<file path="src/rtl/dds_wave_gen.sv">
// rtl/dds_wave_gen.sv - phase-accumulator waveform generator with shadowed configuration
//
// Generates sine, triangle, square and sawtooth samples from a phase
// accumulator, scales them by an 8-bit amplitude and emits one sample per
// enabled cycle. Configuration is double-buffered: a load fills the shadow
// set, which becomes active at the next accumulator wrap (en=1) or on the
// next cycle (en=0), so a running waveform only changes at a period boundary.
//
// Ports:
//   clk_100kHz  in   1        sole clock, rising edge
//   rst_        in   1        asynchronous active-high reset
//   en          in   1        advance phase and emit a sample
//   load        in   1        capture cfg_* into the shadow configuration
//   cfg_freq    in   PHASE_W  frequency tuning word (phase increment)
//   cfg_wave    in   2        0 sine, 1 triangle, 2 square, 3 sawtooth
//   cfg_duty    in   OUT_W    square wave is high while T < duty
//   cfg_amp     in   8        amplitude scale, out = raw*(amp+1)>>8
//   wave_out    out  OUT_W    offset-binary sample, holds when not valid
//   out_valid   out  1        wave_out carries a new sample
//   sync        out  1        first sample of each waveform period
//   cfg_pending out  1        shadow configuration awaiting application

module dds_wave_gen #(
   parameter int PHASE_W = 16,
   parameter int OUT_W   = 8,
   parameter int LUT_AW  = 8
) (
   input  logic               clk_100kHz,
   input  logic               rst_,
   input  logic               en,
   input  logic               load,
   input  logic [PHASE_W-1:0] cfg_freq,
   input  logic [1:0]         cfg_wave,
   input  logic [OUT_W-1:0]   cfg_duty,
   input  logic [7:0]         cfg_amp,
   output logic [OUT_W-1:0]   wave_out,
   output logic               out_valid,
   output logic               sync,
   output logic               cfg_pending
);

   // Only the top SB phase bits feed the waveform logic, so the sampled
   // phase register keeps just those.
   localparam int SB = ((OUT_W + 1) > LUT_AW) ? (OUT_W + 1) : LUT_AW;
   localparam int QA = LUT_AW - 2;
   localparam int QN = 1 << QA;
   localparam int PW = OUT_W + 9;

   localparam logic [1:0] WAVE_SINE = 2'd0;
   localparam logic [1:0] WAVE_TRI  = 2'd1;
   localparam logic [1:0] WAVE_SQR  = 2'd2;
   localparam logic [1:0] WAVE_SAW  = 2'd3;

   localparam logic [OUT_W-1:0] DUTY_RST = {1'b1, {(OUT_W-1){1'b0}}};
   localparam logic [7:0]       AMP_RST  = 8'hFF;

   // ------------------------------------------------------------------
   // Quarter-wave sine table: entry i = round((2^(OUT_W-1)-0.5)*(1+sin(2*pi*i/2^LUT_AW)))
   // Evaluated from constants only, so it folds to a ROM.
   // ------------------------------------------------------------------
   function automatic logic [OUT_W-1:0] sine_entry(input int idx);
      real half;
      real ang;
      half = (2.0 ** (OUT_W - 1)) - 0.5;
      ang  = 2.0 * 3.14159265358979323846 * $itor(idx) / (2.0 ** LUT_AW);
      return OUT_W'($rtoi(half * (1.0 + $sin(ang)) + 0.5));
   endfunction

   logic [OUT_W-1:0] quarter_lut [QN];

   for (genvar gi = 0; gi < QN; gi++) begin : g_lut
      assign quarter_lut[gi] = sine_entry(gi);
   end

   // ------------------------------------------------------------------
   // Active and shadow configuration
   // ------------------------------------------------------------------
   logic [PHASE_W-1:0] freq_a, freq_s;
   logic [1:0]         wave_a, wave_s;
   logic [OUT_W-1:0]   duty_a, duty_s;
   logic [7:0]         amp_a,  amp_s;

   logic [PHASE_W-1:0] phase;
   logic               post_wrap;
   logic [PHASE_W:0]   phase_sum;
   logic               wrap;
   logic               apply;

   // Next active values: a load landing on the wrap edge goes straight to
   // active; otherwise the shadow set is promoted.
   logic [PHASE_W-1:0] nxt_freq;
   logic [1:0]         nxt_wave;
   logic [OUT_W-1:0]   nxt_duty;
   logic [7:0]         nxt_amp;

   assign phase_sum = {1'b0, phase} + {1'b0, freq_a};
   assign wrap      = en & phase_sum[PHASE_W];
   assign apply     = wrap | (~en & cfg_pending);

   always_comb begin
      nxt_freq = freq_s;
      nxt_wave = wave_s;
      nxt_duty = duty_s;
      nxt_amp  = amp_s;
      if (wrap && load) begin
         nxt_freq = cfg_freq;
         nxt_wave = cfg_wave;
         nxt_duty = cfg_duty;
         nxt_amp  = cfg_amp;
      end
   end

   always_ff @(posedge clk_100kHz or posedge rst_) begin
      if (rst_) begin
         freq_a      <= '0;
         wave_a      <= WAVE_SINE;
         duty_a      <= DUTY_RST;
         amp_a       <= AMP_RST;
         freq_s      <= '0;
         wave_s      <= WAVE_SINE;
         duty_s      <= DUTY_RST;
         amp_s       <= AMP_RST;
         cfg_pending <= 1'b0;
      end else begin
         if (load) begin
            freq_s <= cfg_freq;
            wave_s <= cfg_wave;
            duty_s <= cfg_duty;
            amp_s  <= cfg_amp;
         end
         if (apply) begin
            freq_a <= nxt_freq;
            wave_a <= nxt_wave;
            duty_a <= nxt_duty;
            amp_a  <= nxt_amp;
         end
         // When idle, a load that coincides with promotion of the old
         // shadow still needs its own promotion next cycle.
         if (wrap) begin
            cfg_pending <= 1'b0;
         end else if (!en && cfg_pending) begin
            cfg_pending <= load;
         end else if (load) begin
            cfg_pending <= 1'b1;
         end
      end
   end

   // ------------------------------------------------------------------
   // Phase accumulator. post_wrap marks that the current phase value was
   // produced by a wrapping add, i.e. it is the first phase of a period.
   // ------------------------------------------------------------------
   always_ff @(posedge clk_100kHz or posedge rst_) begin
      if (rst_) begin
         phase     <= '0;
         post_wrap <= 1'b0;
      end else if (en) begin
         phase     <= phase_sum[PHASE_W-1:0];
         post_wrap <= phase_sum[PHASE_W];
      end
   end

   // ------------------------------------------------------------------
   // Stage 1: sample the phase that this enabled cycle represents, with
   // the configuration in force for it, so a config swap at a wrap edge
   // never mixes old and new settings within one sample.
   // ------------------------------------------------------------------
   logic [SB-1:0]    s1_ph;
   logic             s1_v;
   logic             s1_sync;
   logic [1:0]       s1_wave;
   logic [OUT_W-1:0] s1_duty;
   logic [7:0]       s1_amp;

   always_ff @(posedge clk_100kHz or posedge rst_) begin
      if (rst_) begin
         s1_ph   <= '0;
         s1_v    <= 1'b0;
         s1_sync <= 1'b0;
         s1_wave <= WAVE_SINE;
         s1_duty <= DUTY_RST;
         s1_amp  <= AMP_RST;
      end else begin
         s1_v    <= en;
         s1_sync <= en & post_wrap;
         if (en) begin
            s1_ph   <= phase[PHASE_W-1 -: SB];
            s1_wave <= wave_a;
            s1_duty <= duty_a;
            s1_amp  <= amp_a;
         end
      end
   end

   // ------------------------------------------------------------------
   // Raw waveform from the sampled phase
   // ------------------------------------------------------------------
   logic [OUT_W-1:0]  t_val;
   logic [OUT_W-1:0]  a_val;
   logic [LUT_AW-1:0] k_val;
   logic [QA-1:0]     q_idx;
   logic [QA-1:0]     q_mir;
   logic [OUT_W-1:0]  sine_raw;
   logic [OUT_W-1:0]  raw_val;

   always_comb begin
      t_val = s1_ph[SB-1 -: OUT_W];
      a_val = s1_ph[SB-2 -: OUT_W];
      k_val = s1_ph[SB-1 -: LUT_AW];
      q_idx = k_val[QA-1:0];
      q_mir = QA'(0) - q_idx;

      // Quadrant folding. Index 0 of the odd quadrants sits on the peak or
      // trough, which the quarter table (0..QN-1) does not hold; index 0 of
      // the third quadrant is the midpoint, which must not be inverted.
      case (k_val[LUT_AW-1 -: 2])
         2'd0:    sine_raw = quarter_lut[q_idx];
         2'd1:    sine_raw = (q_idx == '0) ? '1 : quarter_lut[q_mir];
         2'd2:    sine_raw = (q_idx == '0) ? quarter_lut[q_idx] : ~quarter_lut[q_idx];
         default: sine_raw = (q_idx == '0) ? '0 : ~quarter_lut[q_mir];
      endcase

      case (s1_wave)
         WAVE_SINE: raw_val = sine_raw;
         WAVE_TRI:  raw_val = s1_ph[SB-1] ? ~a_val : a_val;
         WAVE_SQR:  raw_val = (t_val < s1_duty) ? '1 : '0;
         default:   raw_val = t_val;
      endcase
   end

   // ------------------------------------------------------------------
   // Stage 2: raw sample
   // ------------------------------------------------------------------
   logic [OUT_W-1:0] s2_raw;
   logic             s2_v;
   logic             s2_sync;
   logic [7:0]       s2_amp;

   always_ff @(posedge clk_100kHz or posedge rst_) begin
      if (rst_) begin
         s2_raw  <= '0;
         s2_v    <= 1'b0;
         s2_sync <= 1'b0;
         s2_amp  <= AMP_RST;
      end else begin
         s2_v    <= s1_v;
         s2_sync <= s1_v & s1_sync;
         if (s1_v) begin
            s2_raw <= raw_val;
            s2_amp <= s1_amp;
         end
      end
   end

   // ------------------------------------------------------------------
   // Stage 3: amplitude scaling. amp+1 is 1..256, so amp=255 yields
   // raw*256>>8 = raw and the product never exceeds OUT_W bits after >>8.
   // ------------------------------------------------------------------
   logic [PW-1:0] prod;

   always_comb begin
      prod = PW'(s2_raw) * PW'({1'b0, s2_amp} + 9'd1);
   end

   always_ff @(posedge clk_100kHz or posedge rst_) begin
      if (rst_) begin
         wave_out  <= '0;
         out_valid <= 1'b0;
         sync      <= 1'b0;
      end else begin
         out_valid <= s2_v;
         sync      <= s2_v & s2_sync;
         if (s2_v) begin
            wave_out <= OUT_W'(prod >> 8);
         end
      end
   end

endmodule

</file>
<file path="config.mk">
export PLATFORM = sky130hd
export DESIGN_NAME = dds_wave_gen
export DESIGN_NICKNAME = d
export VERILOG_FILES = /design/src/rtl/dds_wave_gen.sv
export SDC_FILE = /design/constraint.sdc
export NUM_CORES = 1
export LEC_CHECK = 0
export CORE_MARGIN = 2
export CORE_UTILIZATION = 30
export DETAILED_ROUTE_END_ITERATION = 10
export GPL_TIMING_DRIVEN = 0
export PLACE_DENSITY = 0.55
export SYNTH_ARGS = -nofsm -noshare
export SYNTH_HDL_FRONTEND = slang
export SYNTH_SLANG_ARGS = --single-unit
</file>
<file path="constraint.sdc">
create_clock -name clk_100kHz -period 10.1 [get_ports clk_100kHz]
set_input_delay 2.02 -clock clk_100kHz [delete_from_list [all_inputs] [get_ports clk_100kHz]]
set_output_delay 2.02 -clock clk_100kHz [all_outputs]
set_load 0.02 [all_outputs]
</file>
==> results of run 1 <==
per-layer routing:
metal | part of all wire (%) | wire length [µm] | vias up
li1 | - | - | 3846
met1 | 49 | 12100 | 3922
met2 | 46 | 11400 | 130
met3 | 3.1 | 760 | 22
met4 | 1.6 | 389 | 0
met5 | 0 | 0 | -
metrics by stage:
stage / setup WS, ns / instances / area [µm²]
floorplan: 4.30 / 1050 / 10600
global placement: 2.10 / 1553 / 11700
detailed placement: 4.18 / 1554 / 11700
CTS: 4.17 / 1586 / 12300
global route: 3.79 / 1586 / 12300
finish: 4.22 / 1586 / 12300
sequential cells by signal (all words and copies together), names as in the netlist, 9 cells and up:
signal	count
freq_a	16
s1_ph	9
phase	16
freq_s	16
layout make-up:
class | instances | share of cell area (%)
inverters | 78 | 2.42
multi-input cells | 776 | 52.2
plain buffers | 53 | 2.23
flip-flops and latches | 143 | 29.5
well taps | 455 | 4.63
clock buffers | 20 | 3.63
repair buffers | 49 | 4.13
clock inverters | 12 | 1.29
cells in the final DEF (no fill, tap or decap), types with 39 or more instances in the layout:
cell / count
nor2_1: 50
inv_1: 75
fa_1: 41
nand2b_1: 39
nand2_1: 65
o21ai_0: 60
dfrtp_1: 108
mux2_2: 78
a21oi_1: 50
ha_1: 72
clkdlybuf4s50_1: 48
nor2b_1: 39
kinds of logic (layout without fill, tap and decap cells):
kind of cell,count (synthesis),after routing,synth area share (%)
AND/OR/NAND/NOR,282,282,14.1
multiplexers,92,92,9.60
AO/OA/AOI/OAI,242,242,16.6
adder cells (fa/ha/maj),113,113,16.2
XOR/XNOR,47,47,3.95
flip-flops,143,143,34.1
buffers and inverters,131,212,5.34
worst max-delay path, delay by kind of cell, from the launching register on:
kind                     cells  cell delay (ns)
adder cells (fa/ha/maj)      6             2.45
AO/OA/AOI/OAI                6             1.31
XOR/XNOR                     2             0.71
flip-flops                   1             0.55
AND/OR/NAND/NOR              2             0.41
multiplexers                 1             0.26
buffers and inverters        1             0.06
path summary, 6_finish.rpt:
check                           startpoint           to  slack, ns  depth (start not counted)
min in group asynchronous             rst_  wave_out[5]       2.02                          2
worst min register to register     s1_sync      s2_sync       0.46                          1
worst min-delay path               s1_sync      s2_sync       0.46                          1
max in group asynchronous             rst_    freq_a[9]       7.26                          3
worst max register to register   s2_amp[1]  wave_out[6]       4.22                         18
worst max-delay path             s2_amp[1]  wave_out[6]       4.22                         18
==> implementation parameters, run 1 <==
Parameter                              Value

Critical path
  Kind of capture point of the worst setup path ... register
  Most prevalent standard cell on the critical path ... fa_1
  Startpoint types ... register
  Required time reported for the critical path endpoint ... 10.41 ns
  Cell-by-cell listing of the critical path ... ha_1 -> nand3_1 -> xor2_1 -> nand2b_1 -> fa_1 -> fa_1 -> inv_1 -> fa_1 -> fa_1 -> ha_1 -> a21o_1 -> a21o_1 -> a21o_1 -> a22oi_1 -> a21boi_1 -> a311oi_1 -> xnor2_1 -> mux2_2
  Worst stage delay on the critical path ... 0.61 ns
  Worst Setup Path Type ... register to register
  Biggest fanout along the worst timing path ... 8
  Slowest library cell on the worst path ... xor2_1
  Critical path data arrival time ... 6.18 ns

Global route
  Wire length of the first global-routing pass ... 41.4 mm
  GR Layer Usage met1 ... 19.1%
  Tot GR Track Use ... 14.1%
  Pin count of the biggest net entering global routing ... 90
  GR met3 Demand/Resource ... 2.36%
  Final global-route overflow total ... 0
  Global Route met2 Usage ... 22.7%
  Vias in the first global route ... 7950
  Initial antenna violation count ... 0
  Routing layer with the top usage in global route ... met2

STA
  Final hold violation count ... 0
  Final setup vio count ... 0
  Slew at the pin with the worst max-slew slack ... 0.860 ns
  Unrepaired setup endpoints after global routing ... no
  Final worst clock skew ... 0.0116 ns
  Final number of max-transition violations ... 0
  Share of the cycle needed by the critical path after routing ... 58.2%
  F_max ... 170 MHz
  Hold WS ... 0.456 ns
  Crit path time final ... 5.88 ns
  Slew headroom ... 42.2%
  Post-route setup TNS ... 0 ns

Cells and area
  Number of nets in the layout ... 1269
  ANT cells ... 0
  Number of fill cells in the layout ... 3563
  Share of post-route cells with drive strength above 1 ... 17.0%
  Multi-input combinational cell area ... 0.00642 mm²
  Post-layout util ... 35.4%
  Register area ... 0.00362 mm²
  Area added between synthesis and finish ... 15.9%

Clock tree
  TritonCTS clock tree ... built
  Clk Tree Root Cell ... clkbuf_16
  Setup repair bufs after CTS ... 0
  Clock sink count ... 143
  Number of cells upsized or downsized after cts ... 0
  Max H-tree Level ... 4
  Cts-stage hold buffer count ... 0
  Max clock buf depth ... 2
  Clock insertion delay at the later pin of the skew report ... 0.42 ns
  TritonCTS buffer count ... 17
  CTS clk-pin slew, worst paths ... 0.06 ns

Yosys
  Fraction of synthesis flops using an asynchronous set or reset pin ... 100%
  Biggest area contributors in the synthesized netlist ... dfrtp_1 25%, dfstp_2 8.7%, ha_1 8.5%, mux2_2 8.3%, fa_1 7.7%
  Library cell with the highest instance count after synthesis ... dfrtp_1
  Sequential-to-total area share from yosys stat ... 34.1%
  Cell count after synthesis ... 1050
  Number of enable-type register cells in the synthesized netlist ... 0
  Synthesized area per cell ... 10.1 µm²
  Syn Std Cell Area ... 0.0106 mm²
  Top cell type by total area after synthesis ... dfrtp_1
  Area share of the largest cell type after synthesis ... 25.5%
  Netlist cell types ... 75
  Yosys warnings ... 0
  Primary flip-flop cell chosen by synthesis mapping ... dfrtp_1
  Post-Syn Nets ... 1201
  Post-synthesis sequential element count ... 143
  Post-synth top cells ... 108 x dfrtp_1, 78 x mux2_2, 76 x inv_1, 72 x ha_1, 65 x nand2_1

Hold path
  Classification of the worst-slack hold path ... register to register

Placed design
  Buffers added on ports ... 48
  Hpwl dp ... 18.7 mm
  Weighted congestion at the end of routability-driven global placement ... 0.838

Die
  Starting density of the core ... 30.6%
  Floorplan die height ... 192 µm
  Number of cell rows ... 68
  Core Footprint ... 0.0347 mm²
  Area enclosed by the die boundary ... 0.0369 mm²
  Die W ... 192 µm
  I/O pins ... 49

Routing
  Total wire length after detailed routing ... 24.6 mm
  Routed length per instance ... 15.5 µm
  Initial drt markers ... 444
  Via count of the routed design ... 7920
  Detailed-routing iteration count for the pre-antenna-repair pass ... 7
  Post-route DRC ... 0
  Vias per inst ... 4.99
  Antenna-violating nets left ... 0

Job
  Count of maximum capacitance violations ... 0

Outcome
  Result of the run ... complete, no violations
Power of run 1 is not shown: default switching activity piles up to over one toggle a cycle in this logic, so the estimate is an artifact.
==> run 2: changes to the inputs <==
--- a/config.mk
+++ b/config.mk
@@ -9,7 +9,7 @@
 export CORE_UTILIZATION = 30
 export DETAILED_ROUTE_END_ITERATION = 10
 export GPL_TIMING_DRIVEN = 0
-export PLACE_DENSITY = 0.55
+export PLACE_DENSITY = 0.57
 export SYNTH_ARGS = -nofsm -noshare
 export SYNTH_HDL_FRONTEND = slang
 export SYNTH_SLANG_ARGS = --single-unit
==> constraint.sdc (replaced) <==
create_clock -name clk_100kHz -period 5.3 [get_ports clk_100kHz]
set_input_delay 1.06 -clock clk_100kHz [delete_from_list [all_inputs] [get_ports clk_100kHz]]
set_output_delay 1.06 -clock clk_100kHz [all_outputs]
set_load 0.02 [all_outputs]
==> run 2 against run 1 <==
- via count grew 1.3%
- largest cell class unchanged
- final area grew 3.5%
- wire length is 3.1% higher
- global-route usage up 0.29 points
- count of clock-buffer cells in the layout rose by 1
- cell count grew 1.2%
- critical endpoint unchanged
- worst setup slack worse by 4.1 ns
==> implementation parameters, run 2 (synthesis results as in run 1) <==
Parameter                              Value

STA
  Final hold violation count ... 0 (unchanged)
  Unrepaired setup endpoints after global routing ... yes
  Final setup vio count ... 0 (unchanged)
  Hold WS ... 0.455 ns (-0.000520 ns)
  Slew at the pin with the worst max-slew slack ... 0.830 ns (-0.0300 ns)
  Slew headroom ... 44.6% (+2.4 points)
  Final worst clock skew ... 0.0133 ns (+0.00175 ns)
  Crit path time final ... 5.18 ns (-0.694 ns)
  Share of the cycle needed by the critical path after routing ... 97.8% (+40 points)
  F_max ... 193 MHz (+13%)
  Final number of max-transition violations ... 0 (unchanged)
  Final Worst Setup Slack ... 0.119 ns (-4.11 ns)

Critical path
  Critical path data arrival time ... 5.50 ns (-0.68 ns)
  Cell-by-cell listing of the critical path ... buf_6 -> nand2_2 -> nor2_4 -> nand3_4 -> xor2_4 -> buf_4 -> buf_4 -> nand2b_1 -> fa_1 -> inv_1 -> fa_1 -> inv_1 -> fa_1 -> inv_1 -> ha_1 -> ha_2 -> a21oi_1 -> nor2b_1 -> a311oi_2 -> xnor2_1 -> mux2_2
  Cell family with the largest share of critical-path delay ... adder cells
  Startpoint types ... register
  Slowest library cell on the worst path ... dfstp_2
  Buffers and inverters on the worst path ... 6 (+5)
  Worst Setup Path Type ... register to register
  Biggest fanout along the worst timing path ... 5 (-3)
  Required time reported for the critical path endpoint ... 5.62 ns (-4.79 ns)
  Worst stage delay on the critical path ... 0.58 ns (-0.03 ns)
  Kind of capture point of the worst setup path ... register

Cells and area
  ANT cells ... 0 (unchanged)
  Share of post-route cells with drive strength above 1 ... 20.6% (+3.6 points)
  Largest registers in the final layout ... freq_a (16), freq_s (16), phase (16)
  Area added between synthesis and finish ... 20.0%
  Leading cell type in the layout, fill and taps excluded ... dfrtp_1
  Commonest non-fill, non-tap cells in the layout ... 108 x dfrtp_1, 78 x mux2_2, 74 x inv_1
  Multi-input combinational cell area ... 0.00668 mm² (+4.1%)
  Number of fill cells in the layout ... 3476 (-2.4%)
  Register area ... 0.00362 mm² (unchanged)
  Number of nets in the layout ... 1288 (+1.5%)

Die
  Starting density of the core ... 30.6% (unchanged)
  Die W ... 192 µm (unchanged)
  I/O pins ... 49 (unchanged)
  Area enclosed by the die boundary ... 0.0369 mm² (unchanged)
  Core Footprint ... 0.0347 mm² (unchanged)
  Floorplan die height ... 192 µm (unchanged)
  Number of cell rows ... 68 (unchanged)

Placed design
  Buffers added on ports ... 48 (unchanged)
  Worst setup slack after placement ... -0.533 ns (-4.72 ns)
  Hpwl dp ... 18.7 mm (-0.35%)
  Weighted congestion at the end of routability-driven global placement ... 0.834 (-0.54%)

Routing
  Total wire length after detailed routing ... 25.4 mm (+3.1%)
  Post-route DRC ... 0 (unchanged)
  Antenna-violating nets left ... 0 (unchanged)
  Initial drt markers ... 510 (+15%)
  Via count of the routed design ... 8025 (+1.3%)
  Routed length per instance ... 15.8 µm (+1.9%)
  Vias per inst ... 5.00 (+0.13%)
  Detailed-routing iteration count for the pre-antenna-repair pass ... 5 (-2)

Clock tree
  Clock sink count ... 143 (unchanged)
  TritonCTS buffer count ... 17 (unchanged)
  Max clock buf depth ... 2 (unchanged)
  Max H-tree Level ... 4 (unchanged)
  TritonCTS clock tree ... built
  Clock insertion delay at the later pin of the skew report ... 0.42 ns (about the same)
  CTS clk-pin slew, worst paths ... 0.06 ns (about the same)
  Cts-stage hold buffer count ... 0 (unchanged)
  Clk Tree Root Cell ... clkbuf_16

Global route
  Pin count of the biggest net entering global routing ... 79 (-12%)
  Tot GR Track Use ... 14.3% (+0.29 points)
  Final global-route overflow total ... 0 (unchanged)
  Wire length of the first global-routing pass ... 42.3 mm (+2.3%)
  Vias in the first global route ... 8135 (+2.3%)
  Initial antenna violation count ... 0 (unchanged)

Job
  Count of maximum capacitance violations ... 0 (unchanged)

Outcome
  Result of the run ... complete, no violations

Hold path
  Classification of the worst-slack hold path ... register to register
==> run 2: worst paths after layout <==
path,startpoint,end,slack (ns),cells past startpoint
max,s2_amp[1],wave_out[6],0.12,21
min reg2reg,s2_sync,sync,0.46,1
max in group asynchronous,rst_,duty_s[7],3.35,3
min,s2_sync,sync,0.46,1
max reg2reg,s2_amp[1],wave_out[6],0.12,21
min in group asynchronous,rst_,wave_out[7],1.12,2
==> run 2: area by class of cell <==
cell class,count,share of cell area [%]
sequential,143,28.5
tap,455,4.47
clock inverter,11,0.836
buffer,53,2.23
clock buffer,21,3.62
multi-input combinational,776,52.5
timing repair buffer,68,5.54
inverter,78,2.34
==> run 2: per-layer routing <==
layer / vias up / wire length (µm) / GRT usage [%]
met5: - / 0 / 0
met4: 0 / 436 / 4.32
met3: 26 / 787 / 2.23
met2: 136 / 11900 / 23.4
met1: 3974 / 12300 / 19.6
li1: 3889 / - / -
==> run 2: stage by stage <==
| step | util [%] | setup TNS, ns | cell area, µm² | instances |
|---|---|---|---|---|
| after global placement | 33.6 | -179.25 | 11700 | 1553 |
| after CTS | 35.9 | 0 | 12500 | 1589 |
| after detailed placement | 33.7 | -1.62 | 11700 | 1554 |
| final | 36.7 | 0 | 12700 | 1605 |
| after floorplan | - | 0 | 10600 | 1050 |
| after global routing | 36.7 | -0.0784 | 12700 | 1605 |
==> run 2: worst register-to-register path: cells and delay by family (launching register included) <==
kind                     cells  cell delay [ns]
adder cells (fa/ha/maj)      5             2.17
AND/OR/NAND/NOR              5             0.68
buffers and inverters        6             0.59
flip-flops                   1             0.58
AO/OA/AOI/OAI                2             0.47
XOR/XNOR                     2             0.31
multiplexers                 1             0.26
==> run 2: what timing repair did <==
action / 4_1_cts / 5_1_grt
pin swaps: 5 / 23
buffers inserted: 3 / 16
setup endpoints to repair: 5 / 5
resized for setup: 27 / 15
Power of run 2 is left out for the same reason.
==> run 3: changes to the inputs <==
--- a/config.mk
+++ b/config.mk
@@ -9,7 +9,7 @@
 export CORE_UTILIZATION = 30
 export DETAILED_ROUTE_END_ITERATION = 10
 export GPL_TIMING_DRIVEN = 0
-export PLACE_DENSITY = 0.57
+export PLACE_DENSITY = 0.55
 export SYNTH_ARGS = -nofsm -noshare
 export SYNTH_HDL_FRONTEND = slang
 export SYNTH_SLANG_ARGS = --single-unit
==> constraint.sdc (replaced) <==
create_clock -name clk_100kHz -period 6.5 [get_ports clk_100kHz]
set_input_delay 1.3 -clock clk_100kHz [delete_from_list [all_inputs] [get_ports clk_100kHz]]
set_output_delay 1.3 -clock clk_100kHz [all_outputs]
set_load 0.02 [all_outputs]
==> results of run 3 <==
Same layout as run 1 (identical final DEF). Status: complete, no violations.
Among the figures that moved: setup slack after placement 4.18 ns -> 0.583 ns; setup slack after layout 4.22 ns -> 0.624 ns; register-to-register setup slack 4.22 ns -> 0.62 ns
Power of run 3 is left out for the same reason.
